**src/rtl/n64_rcp_pif_serial_master_if.sv**
```systemverilog
// Host request bus of the RCP-side PIF serial master: request handshake,
// write-data streaming and read-data return.
`default_nettype none

interface n64_rcp_pif_serial_master_if;
  logic        req_valid;
  logic        req_ready;
  logic [1:0]  req_type;
  logic [8:0]  req_addr;
  logic [31:0] wr_data;
  logic        wr_data_req;
  logic [31:0] rd_data;
  logic        rd_valid;
  logic        done;
  logic        timeout_err;

  // Host side: issues requests and supplies write words
  modport master (
    output req_valid, req_type, req_addr, wr_data,
    input  req_ready, wr_data_req, rd_data, rd_valid, done, timeout_err
  );

  // Serial master side
  modport slave (
    input  req_valid, req_type, req_addr, wr_data,
    output req_ready, wr_data_req, rd_data, rd_valid, done, timeout_err
  );
endinterface

`default_nettype wire

```
**src/rtl/n64_rcp_pif_serial_master.sv**
```systemverilog
// RCP-side initiator of the RCP<->PIF single-wire serial link (start bit, 11-bit header, ack, data).
// Optional ack-wait abort enabled by defining PIF_MASTER_ACK_TIMEOUT_EN.
`default_nettype none

module n64_rcp_pif_serial_master #(
  parameter int unsigned ACK_TIMEOUT = 1024
) (
  input  logic                                clk,
  input  logic                                reset_l,
  n64_rcp_pif_serial_master_if.slave          host,
  output logic                                rsp_out,
  input  logic                                pif_in
);

  typedef enum logic [2:0] {
    S_IDLE     = 3'd0,
    S_START    = 3'd1,
    S_ADDR     = 3'd2,
    S_WAIT_ACK = 3'd3,
    S_RD_DATA  = 3'd4,
    S_WR_ACK   = 3'd5,
    S_WR_DATA  = 3'd6,
    S_DONE     = 3'd7
  } state_t;

  if (ACK_TIMEOUT < 1) begin : g_bad_timeout
    $error("ACK_TIMEOUT must be at least 1");
  end

  state_t      state_q;
  logic        s1_q, s2_q, s3_q;
  logic [1:0]  typ_q;
  logic [4:0]  bit_q;
  logic [3:0]  word_q;
  logic [31:0] shift_q;
  logic        wr_phase_q;
  logic        rsp_q;
  logic        req_ready_q;
  logic        wr_data_req_q;
  logic        rd_valid_q;
  logic        done_q;
  logic        timeout_err_q;
  logic [31:0] rd_data_q;

`ifdef PIF_MASTER_ACK_TIMEOUT_EN
  localparam int unsigned          CNT_W   = $clog2(ACK_TIMEOUT + 1);
  localparam logic [CNT_W-1:0]     TO_LAST = CNT_W'(ACK_TIMEOUT - 1);
  logic [CNT_W-1:0] wait_cnt_q;
`endif

  logic        ack_evt;
  logic        last_word;
  logic [31:0] rd_shift_d;

  always_comb begin
    ack_evt    = ~s2_q & s3_q;
    last_word  = typ_q[0] ? (word_q == 4'd15) : 1'b1;
    rd_shift_d = {shift_q[30:0], s2_q};
  end

  always_ff @(posedge clk or negedge reset_l) begin
    if (!reset_l) begin
      state_q       <= S_IDLE;
      s1_q          <= 1'b1;
      s2_q          <= 1'b1;
      s3_q          <= 1'b1;
      typ_q         <= 2'd0;
      bit_q         <= 5'd0;
      word_q        <= 4'd0;
      shift_q       <= 32'd0;
      wr_phase_q    <= 1'b0;
      rsp_q         <= 1'b1;
      req_ready_q   <= 1'b0;
      wr_data_req_q <= 1'b0;
      rd_valid_q    <= 1'b0;
      done_q        <= 1'b0;
      timeout_err_q <= 1'b0;
      rd_data_q     <= 32'd0;
`ifdef PIF_MASTER_ACK_TIMEOUT_EN
      wait_cnt_q    <= '0;
`endif
    end else begin
      s1_q          <= pif_in;
      s2_q          <= s1_q;
      s3_q          <= s2_q;
      rd_valid_q    <= 1'b0;
      wr_data_req_q <= 1'b0;
      done_q        <= 1'b0;

      case (state_q)
        S_IDLE: begin
          rsp_q <= 1'b1;
          if (host.req_valid && req_ready_q) begin
            // Header rides in the top 11 bits of the shift register
            shift_q       <= {host.req_type, host.req_addr, 21'd0};
            typ_q         <= host.req_type;
            timeout_err_q <= 1'b0;
            req_ready_q   <= 1'b0;
            rsp_q         <= 1'b0;
            state_q       <= S_START;
          end else begin
            req_ready_q <= 1'b1;
          end
        end

        S_START: begin
          rsp_q   <= shift_q[31];
          shift_q <= {shift_q[30:0], 1'b0};
          bit_q   <= 5'd0;
          state_q <= S_ADDR;
        end

        S_ADDR: begin
          if (bit_q == 5'd10) begin
            rsp_q   <= 1'b1;
            bit_q   <= 5'd0;
            word_q  <= 4'd0;
            state_q <= S_WAIT_ACK;
`ifdef PIF_MASTER_ACK_TIMEOUT_EN
            wait_cnt_q <= '0;
`endif
          end else begin
            rsp_q   <= shift_q[31];
            shift_q <= {shift_q[30:0], 1'b0};
            bit_q   <= bit_q + 5'd1;
          end
        end

        S_WAIT_ACK: begin
          rsp_q <= 1'b1;
          // An ack arriving in the expiry cycle still wins
          if (ack_evt) begin
            wr_phase_q <= 1'b0;
            state_q    <= typ_q[1] ? S_WR_ACK : S_RD_DATA;
          end
`ifdef PIF_MASTER_ACK_TIMEOUT_EN
          else if (wait_cnt_q == TO_LAST) begin
            timeout_err_q <= 1'b1;
            done_q        <= 1'b1;
            req_ready_q   <= 1'b1;
            state_q       <= S_IDLE;
          end else begin
            wait_cnt_q <= wait_cnt_q + CNT_W'(1);
          end
`endif
        end

        S_RD_DATA: begin
          shift_q <= rd_shift_d;
          bit_q   <= bit_q + 5'd1;
          if (bit_q == 5'd31) begin
            rd_data_q  <= rd_shift_d;
            rd_valid_q <= 1'b1;
            word_q     <= word_q + 4'd1;
            if (last_word) begin
              state_q <= S_DONE;
            end
          end
        end

        S_WR_ACK: begin
          if (!wr_phase_q) begin
            wr_phase_q    <= 1'b1;
            rsp_q         <= 1'b0;
            wr_data_req_q <= 1'b1;
          end else begin
            rsp_q   <= host.wr_data[31];
            shift_q <= {host.wr_data[30:0], 1'b0};
            bit_q   <= 5'd0;
            state_q <= S_WR_DATA;
          end
        end

        S_WR_DATA: begin
          bit_q <= bit_q + 5'd1;
          // Request the next word one cycle early so it is latched on the 32nd bit
          if (bit_q == 5'd30 && !last_word) begin
            wr_data_req_q <= 1'b1;
          end
          if (bit_q == 5'd31) begin
            word_q <= word_q + 4'd1;
            if (last_word) begin
              rsp_q   <= 1'b1;
              state_q <= S_DONE;
            end else begin
              rsp_q   <= host.wr_data[31];
              shift_q <= {host.wr_data[30:0], 1'b0};
            end
          end else begin
            rsp_q   <= shift_q[31];
            shift_q <= {shift_q[30:0], 1'b0};
          end
        end

        S_DONE: begin
          rsp_q       <= 1'b1;
          done_q      <= 1'b1;
          req_ready_q <= 1'b1;
          state_q     <= S_IDLE;
        end

        default: state_q <= S_IDLE;
      endcase
    end
  end

  assign rsp_out          = rsp_q;
  assign host.req_ready   = req_ready_q;
  assign host.wr_data_req = wr_data_req_q;
  assign host.rd_data     = rd_data_q;
  assign host.rd_valid    = rd_valid_q;
  assign host.done        = done_q;
  assign host.timeout_err = timeout_err_q;

endmodule

`default_nettype wire

```
**src/flat_wrapper.sv**
```systemverilog
// flat-port wrapper written by rule: the top's interface ports become plain ports
module n64_rcp_pif_serial_master_flat 
#(
  parameter int unsigned ACK_TIMEOUT = 1024
)
  (clk, reset_l, rsp_out, pif_in, host_req_valid, host_req_type, host_req_addr, host_wr_data, host_req_ready, host_wr_data_req, host_rd_data, host_rd_valid, host_done, host_timeout_err);
  n64_rcp_pif_serial_master_if host_i ();
  input  logic clk;
  input  logic reset_l;
  output logic rsp_out;
  input  logic pif_in;
  input wire logic [$bits(host_i.req_valid)-1:0] host_req_valid;
  input wire logic [$bits(host_i.req_type)-1:0] host_req_type;
  input wire logic [$bits(host_i.req_addr)-1:0] host_req_addr;
  input wire logic [$bits(host_i.wr_data)-1:0] host_wr_data;
  output wire logic [$bits(host_i.req_ready)-1:0] host_req_ready;
  output wire logic [$bits(host_i.wr_data_req)-1:0] host_wr_data_req;
  output wire logic [$bits(host_i.rd_data)-1:0] host_rd_data;
  output wire logic [$bits(host_i.rd_valid)-1:0] host_rd_valid;
  output wire logic [$bits(host_i.done)-1:0] host_done;
  output wire logic [$bits(host_i.timeout_err)-1:0] host_timeout_err;
  assign host_i.req_valid = host_req_valid;
  assign host_i.req_type = host_req_type;
  assign host_i.req_addr = host_req_addr;
  assign host_i.wr_data = host_wr_data;
  assign host_req_ready = host_i.req_ready;
  assign host_wr_data_req = host_i.wr_data_req;
  assign host_rd_data = host_i.rd_data;
  assign host_rd_valid = host_i.rd_valid;
  assign host_done = host_i.done;
  assign host_timeout_err = host_i.timeout_err;
  n64_rcp_pif_serial_master #(.ACK_TIMEOUT(ACK_TIMEOUT)) u_core (.clk(clk), .reset_l(reset_l), .host(host_i), .rsp_out(rsp_out), .pif_in(pif_in));
endmodule
```
**config.mk**
```make
export PLATFORM = sky130hd
export DESIGN_NAME = n64_rcp_pif_serial_master_flat
export DESIGN_NICKNAME = d
export VERILOG_FILES = /design/src/rtl/n64_rcp_pif_serial_master_if.sv /design/src/rtl/n64_rcp_pif_serial_master.sv /design/src/flat_wrapper.sv
export SDC_FILE = /design/constraint.sdc
export NUM_CORES = 1
export LEC_CHECK = 0
export BUFFER_PORTS_ARGS = -buffer_cell sky130_fd_sc_hd__buf_2
export CAP_MARGIN = 30
export CORE_ASPECT_RATIO = 1.1
export CORE_MARGIN = 1.5
export CORE_UTILIZATION = 62
export CTS_BUF_LIST = sky130_fd_sc_hd__clkbuf_4 sky130_fd_sc_hd__clkbuf_8
export DETAILED_ROUTE_END_ITERATION = 10
export PLACE_DENSITY = 0.95
export SLEW_MARGIN = 20
export SYNTH_ARGS = -nofsm -noshare
export SYNTH_HDL_FRONTEND = slang
export SYNTH_SLANG_ARGS = --single-unit
```
**constraint.sdc**
```tcl
create_clock -name clk -period 4.68 [get_ports clk]
set_input_delay 0.936 -clock clk [delete_from_list [all_inputs] [get_ports clk]]
set_output_delay 0.936 -clock clk [all_outputs]
set_load 0.1 [all_outputs]
```
# Word-level counts from Yosys, hierarchy flattened
# Index checks and enable logic that the tools add are counted.
[totals]
register_bits = 87
inputBits = 47
output_inout_bits = 38
wordCells = 93
[classes]
add_sub_neg = 2
n_eq_ne = 19
mux = 36
n_bitwise = 2
n_reduce_logical = 19
[op_table]
columns = ["op", "count"]
rows = [
  ["32-bit case mux with 6 select lines", 1],
  ["32-bit 2-to-1 mux", 5],
  ["3-bit case mux with 7 select lines", 1],
  ["5-bit case mux with 4 select lines", 1],
  ["3-bit 2-to-1 mux", 6],
  ["1-bit 2-to-1 mux", 13],
  ["3-bit equality test (second input constant)", 4],
  ["2-bit by 1-bit != test with 1-bit output (second input constant)", 6],
  ["6-bit nonzero test", 2],
  ["5-bit equality test (second input constant)", 2],
  ["5-bit 2-to-1 mux", 2],
  ["4-bit 2-to-1 mux", 2],
  ["4-bit case mux with 2 select lines", 1],
  ["2-bit AND reduction", 4],
  ["3-bit by 2-bit equality test with 1-bit output (second input constant)", 2],
  ["1-bit case mux with 2 select lines", 3],
  ["1-bit case mux with 6 select lines", 1],
  ["6-bit AND reduction", 1],
  ["2-bit nonzero test", 3],
  ["5-bit by 1-bit adder with 5-bit output (second input constant)", 1],
  ["5-bit by 4-bit equality test with 1-bit output (second input constant)", 1],
  ["5-bit AND reduction", 1],
  ["4-bit by 1-bit adder with 4-bit output (second input constant)", 1],
  ["4-bit equality test (second input constant)", 1],
  ["other kinds (11)", 13],
]

# Logic depth before layout (Yosys ltp)
[depth]
ltp_word = 6
mapped_depth = 9
ltp_nobuf = 7

# Least setup slack after synthesis
# Ideal clock, no wire load.
[synth_path]
kind = "register -> register"
startpoint = "register u_core.bit_q[1]"
endpoint = "register u_core.shift_q[12]"
setup_ns = 0.125
arrival_time_ns = 2.105
required_time_ns = 4.555
slack_ns = 2.450
path_stages_with_launch = 10
path_buffers = 2
period_less_slack_ns = 2.230
path_cell_list = "dfrtp_1 -> ha_1 -> and3_1 -> ha_1 -> and2_1 -> buf_6 -> a22o_4 -> buf_6 -> a22o_1 -> mux2_4"
[synth_via]
elab_chain_cells = 3
elab_cells_between_ends = 7
cone_classes = "4 x eq/ne; 2 x mux; 1 x reduce/logical"
[synth_lines]
columns = ["item", "line_no", "source"]
rows = [
  ["from (decl)", "n64_rcp_pif_serial_master.sv:33", "logic [4:0] bit_q;"],
  ["from (signal assigned)", "n64_rcp_pif_serial_master.sv:125", "bit_q <= bit_q + 5'd1;"],
  ["from (signal assigned)", "n64_rcp_pif_serial_master.sv:150", "bit_q <= bit_q + 5'd1;"],
  ["from (signal assigned)", "n64_rcp_pif_serial_master.sv:175", "bit_q <= bit_q + 5'd1;"],
  ["5-bit equality test or 5-bit by 4-bit equality test with 1-bit output (tied branches)", "n64_rcp_pif_serial_master.sv:180, n64_rcp_pif_serial_master.sv:114", ""],
  ["3-bit != test (no line), or another cell as far along", "--", ""],
  ["5-bit AND reduction (no line) or 32-bit case mux with 6 select lines (tied branches)", "--", ""],
  ["to (signal assigned)", "n64_rcp_pif_serial_master.sv:168", "shift_q <= {host.wr_data[30:0], 1'b0};"],
  ["to (signal assigned)", "n64_rcp_pif_serial_master.sv:187", "shift_q <= {host.wr_data[30:0], 1'b0};"],
  ["to (signal assigned)", "n64_rcp_pif_serial_master.sv:191", "shift_q <= {shift_q[30:0], 1'b0};"],
  ["to (decl)", "n64_rcp_pif_serial_master.sv:35", "logic [31:0] shift_q;"],
]
# Parallel ways exist; a longest one is shown, timed or not.
# A chain may end at the register's enable or synchronous reset.

# Worst setup path after layout
[layout_path]
startpoint = "register u_core.state_q[2]"
endpoint = "register u_core.shift_q[30]"
[layout_via]
elab_chain_cells = 3
elab_cells_between_ends = 13
cone_classes = "9 x eq/ne; 1 x mux; 3 x reduce/logical"
[layout_lines]
columns = ["item", "line_no", "source"]
rows = [
  ["from (decl)", "n64_rcp_pif_serial_master.sv:30", "state_t state_q;"],
  ["from (signal assigned)", "n64_rcp_pif_serial_master.sv:134", "state_q <= typ_q[1] ? S_WR_ACK : S_RD_DATA;"],
  ["3-bit equality test, or another cell as far along", "n64_rcp_pif_serial_master.sv:90", "case (state_q)"],
  ["3-bit != test (no line), or another cell as far along", "--", ""],
  ["5-bit AND reduction (no line)", "--", ""],
  ["to (signal assigned)", "n64_rcp_pif_serial_master.sv:95", "shift_q <= {host.req_type, host.req_addr, 21'd0};"],
  ["to (signal assigned)", "n64_rcp_pif_serial_master.sv:108", "shift_q <= {shift_q[30:0], 1'b0};"],
  ["to (signal assigned)", "n64_rcp_pif_serial_master.sv:124", "shift_q <= {shift_q[30:0], 1'b0};"],
]
# Parallel ways exist; a longest one is shown, timed or not.

==> run_results.csv <==
group,metric,value,unit
power_and_ir_drop,comb_power_share,42.9,%
place,numPortBuffers,83,
synth,yosysSeqAreaShare,47.9,%
place,hpwl,6730,um
route,highest_layer,"met4",
clocking,clock_latency,0.37,ns
status,status,"completed",
sta,fin_hold_ws,0.358,ns
power_and_ir_drop,power_density,575,nW/um^2
synth,yosys_most_used_dff,"dfrtp_1",
sta,period_share,59.7,%
sta,rsz0062_at_grt,"false",
finish,drive_above_1_share,41.6,%
grt,grt_util_all_layers,26.4,%
sta,tns,0,ns
grt,grt_antenna_before_repair,0,
setup_path,endpoint_kind,"register",
finish,nNetsFinal,479,
synth,synth.top_cell.area_share,45.6,%
clocking,ctsHoldBuffers,0,
floorplan,die_w,84.7,um
route,wl_met1,4030,um
route,vias,3341,
sta,report.final.hold_viol_count,0,
route,post_drt_via_cell_ratio,6.45,
sta,slew_headroom,41.2,%
clocking,cts_tree,"yes",
synth,synth_edf_count,0,
grt,grt.overflow.total,0,
floorplan,coreArea,7050,um^2
setup_path,r2r-end,"u_core.shift_q[30]$_DFFE_PN0P_",
sta,setup_viol,0,
hold_path,hold_start,"u_core.s1_q$_DFF_PN1_",
sta,timing.fmax,358,MHz
finish,areaGrowthSynthToFinish,12.9,%
synth,ys_warn_count,0,
power_and_ir_drop,p_int,1.79,mW
setup_path,cp_data_required_time,4.93,ns
setup_path,start_kind,"register",
setup_path,cp.arrival,3.05,ns
synth,ys_types,63,
route,met2WireLength,4960,um
sta,maxSlewViolCount,0,
power_and_ir_drop,p_sw,1.17,mW
synth,ys_ff_latch,87,
power_and_ir_drop,ir_worst_vdd,361,uV
clocking,root_buffer,"clkbuf_8",
setup_path,path_class,"reg -> reg",
route,drc,0,
sta,min_period,2.79,ns
floorplan,design.portCount,85,
finish,fin_area,5140,um^2
synth,synthArstFlopShare,100,%
grt,grt_pass1_vias,3354,
flow_run,max_cap_violations,0,
power_and_ir_drop,leakage,2.52,nW
route,drt_iter0_drc,428,
grt,grt_pass1_wl,16200,um
hold_path,holdPathStages,0,
floorplan,die_h,92.9,um
route,antenna_left,0,
synth,syn-cell-area,4550,um^2
synth,synth_nets,408,
power_and_ir_drop,p_clk_share,18.8,%
finish,antenna_cells,0,
sta,tightest_slew,0.882,ns
hold_path,hold_end,"u_core.s2_q$_DFF_PN1_",
place,place_congestion,0.849,
route,routedWlPerCell,19.4,um
clocking,cts.reportedPaths.clkPinSlew,0.09,ns
hold_path,min_path_type,"reg -> reg",
route,wl,10000,um
clocking,cts_buffer_depth,2,
synth,synth_top_area_cell,"dfrtp_1",
floorplan,initial_utilization,64.6,%
setup_path,reg2reg_slack,1.89,ns
floorplan,rows,32,
sta,finalClockSkew,0.0122,ns
clocking,cts.sinks,87,
setup_path,path_max_fanout,23,
clocking,htree_levels,3,
place,placed_cell_area,4910,um^2
route,wl_met3,742,um
setup_path,worstRegToRegCells,5,
clocking,cts-resized-gates,0,
setup_path,regToRegStartpoint,"u_core.state_q[2]$_DFFE_PN0P_",
power_and_ir_drop,p_seq_share,38.2,%
clocking,cts_setup_buffers,0,
floorplan,design.die.area,7870,um^2
synth,syn_area_per_cell,12.8,um^2
synth,synthCells,357,
clocking,cts_made_buffers,9,
power_and_ir_drop,swShare,39.5,%
synth,synthTopCellsByArea,"dfrtp_1 (46%), mux2_2 (9.4%), mux2_4 (6.9%), mux2_1 (4.7%), a22o_1 (4.6%)",
route,dr.pass1.iters,7,
grt,grt_max_degree,55,
[cell families (layout without fill, tap and decap cells)]
logic type | after synthesis | in the layout | share of synthesized area, %
AOI/OAI and AO/OA | 89 | 89 | 15.2
DFF | 87 | 87 | 47.9
and+or+nand+nor | 52 | 52 | 6.87
muxes | 89 | 89 | 23.4
buffers and inverters | 35 | 111 | 5.39
adders and majority gates | 4 | 4 | 1.10
other | 1 | 1 | 0.0824
[critical path, cell delays in order (launching register included)]
cell	delay, ns
dfrtp_1	0.93
buf_4	0.37
and2_1	0.64
mux2i_1	0.26
a221oi_1	0.13
mux2_1	0.34
[metrics by stage]
stage | power [mW] | setup slack (ns) | util (%) | std cells
2_1_floorplan | 2.19 | 2.45 | - | 357
3_3_place_gp | 2.29 | 2.05 | 69.3 | 500
3_5_place_dp | 2.36 | 1.96 | 69.7 | 501
4_1_cts | 2.93 | 1.92 | 72.7 | 517
5_1_grt | 3.09 | 1.76 | 73.0 | 518
6_report | 2.96 | 1.89 | 73.0 | 518
[worst max path at each step]
stage	slack, ns	endpoint	start	cells past startpoint
2_1_floorplan	2.45	u_core.shift_q[12]$_DFFE_PN0P_	u_core.bit_q[1]$_DFFE_PN0P_	9
5_1_grt	1.76	u_core.shift_q[30]$_DFFE_PN0P_	u_core.state_q[2]$_DFFE_PN0P_	5
4_1_cts	1.92	u_core.shift_q[29]$_DFFE_PN0P_	u_core.state_q[2]$_DFFE_PN0P_	6
3_3_place_gp	2.05	u_core.shift_q[28]$_DFFE_PN0P_	u_core.state_q[2]$_DFFE_PN0P_	6
3_5_place_dp	1.96	u_core.shift_q[27]$_DFFE_PN0P_	u_core.state_q[2]$_DFFE_PN0P_	6
6_report	1.89	u_core.shift_q[30]$_DFFE_PN0P_	u_core.state_q[2]$_DFFE_PN0P_	5
[routing by layer]
metal	vias up	track usage, %
met5	-	0
met2	166	43.4
li1	1491	-
met4	0	13.4
met1	1654	32.8
met3	30	6.15
[flip-flops by register name, indices dropped and copies added, names as in the netlist]
name                     count
u_core.typ_q                 2
u_core.host.req_ready        1
u_core.s1_q                  1
u_core.host.rd_data         32
u_core.host.wr_data_req      1
u_core.shift_q              32
u_core.host.rd_valid         1
u_core.s3_q                  1
u_core.bit_q                 5
u_core.state_q               3
u_core.wr_phase_q            1
u_core.host.done             1
u_core.s2_q                  1
u_core.rsp_out               1
u_core.word_q                4
[layout make-up]
type                    instances  area, um^2
flip-flops and latches         87        2180
multi-input cells             235        2130
fillers                       466        1910
repair buffers                 88         483
clock buffers                  12         159
well taps                      85         106
clock inverters                 4        53.8
inverters                       7        26.3
[cells in the final DEF (no fill, tap or decap), types with 10 or more instances in the layout]
master	synthesis	final
clkbuf_8	0	11
mux2_2	38	38
a221oi_1	11	11
mux2_1	19	19
a21oi_1	15	15
nand2_1	12	12
a22o_1	24	24
mux2_4	21	21
mux2i_1	11	11
o22ai_1	10	10
buf_2	7	82
dfrtp_1	83	83
[cell usage after synthesis, types with 4 or more instances]
library cell and count:
a221oi_1 11, o21ai_0 5, nor3_1 5, mux2_4 21
a21oi_1 15, ha_1 4, mux2i_1 11, mux2_1 19
a22o_1 24, mux2_2 38, nand2_1 12, inv_1 6
dfrtp_1 83, nand3_1 5, dfstp_2 4, buf_2 7
o22ai_1 10, clkbuf_1 6, buf_6 12
[power by group through the flow]
stage / sequential [mW] / clock, mW / combinational [mW]
after global routing: 1.15 / 0.588 / 1.35
final: 1.13 / 0.557 / 1.27
after detailed placement: 1.16 / 0 / 1.20
after floorplan: 1.11 / 0 / 1.08
after global placement: 1.15 / 0 / 1.14
after CTS: 1.15 / 0.559 / 1.22
Power figures use the tool's default switching activity.
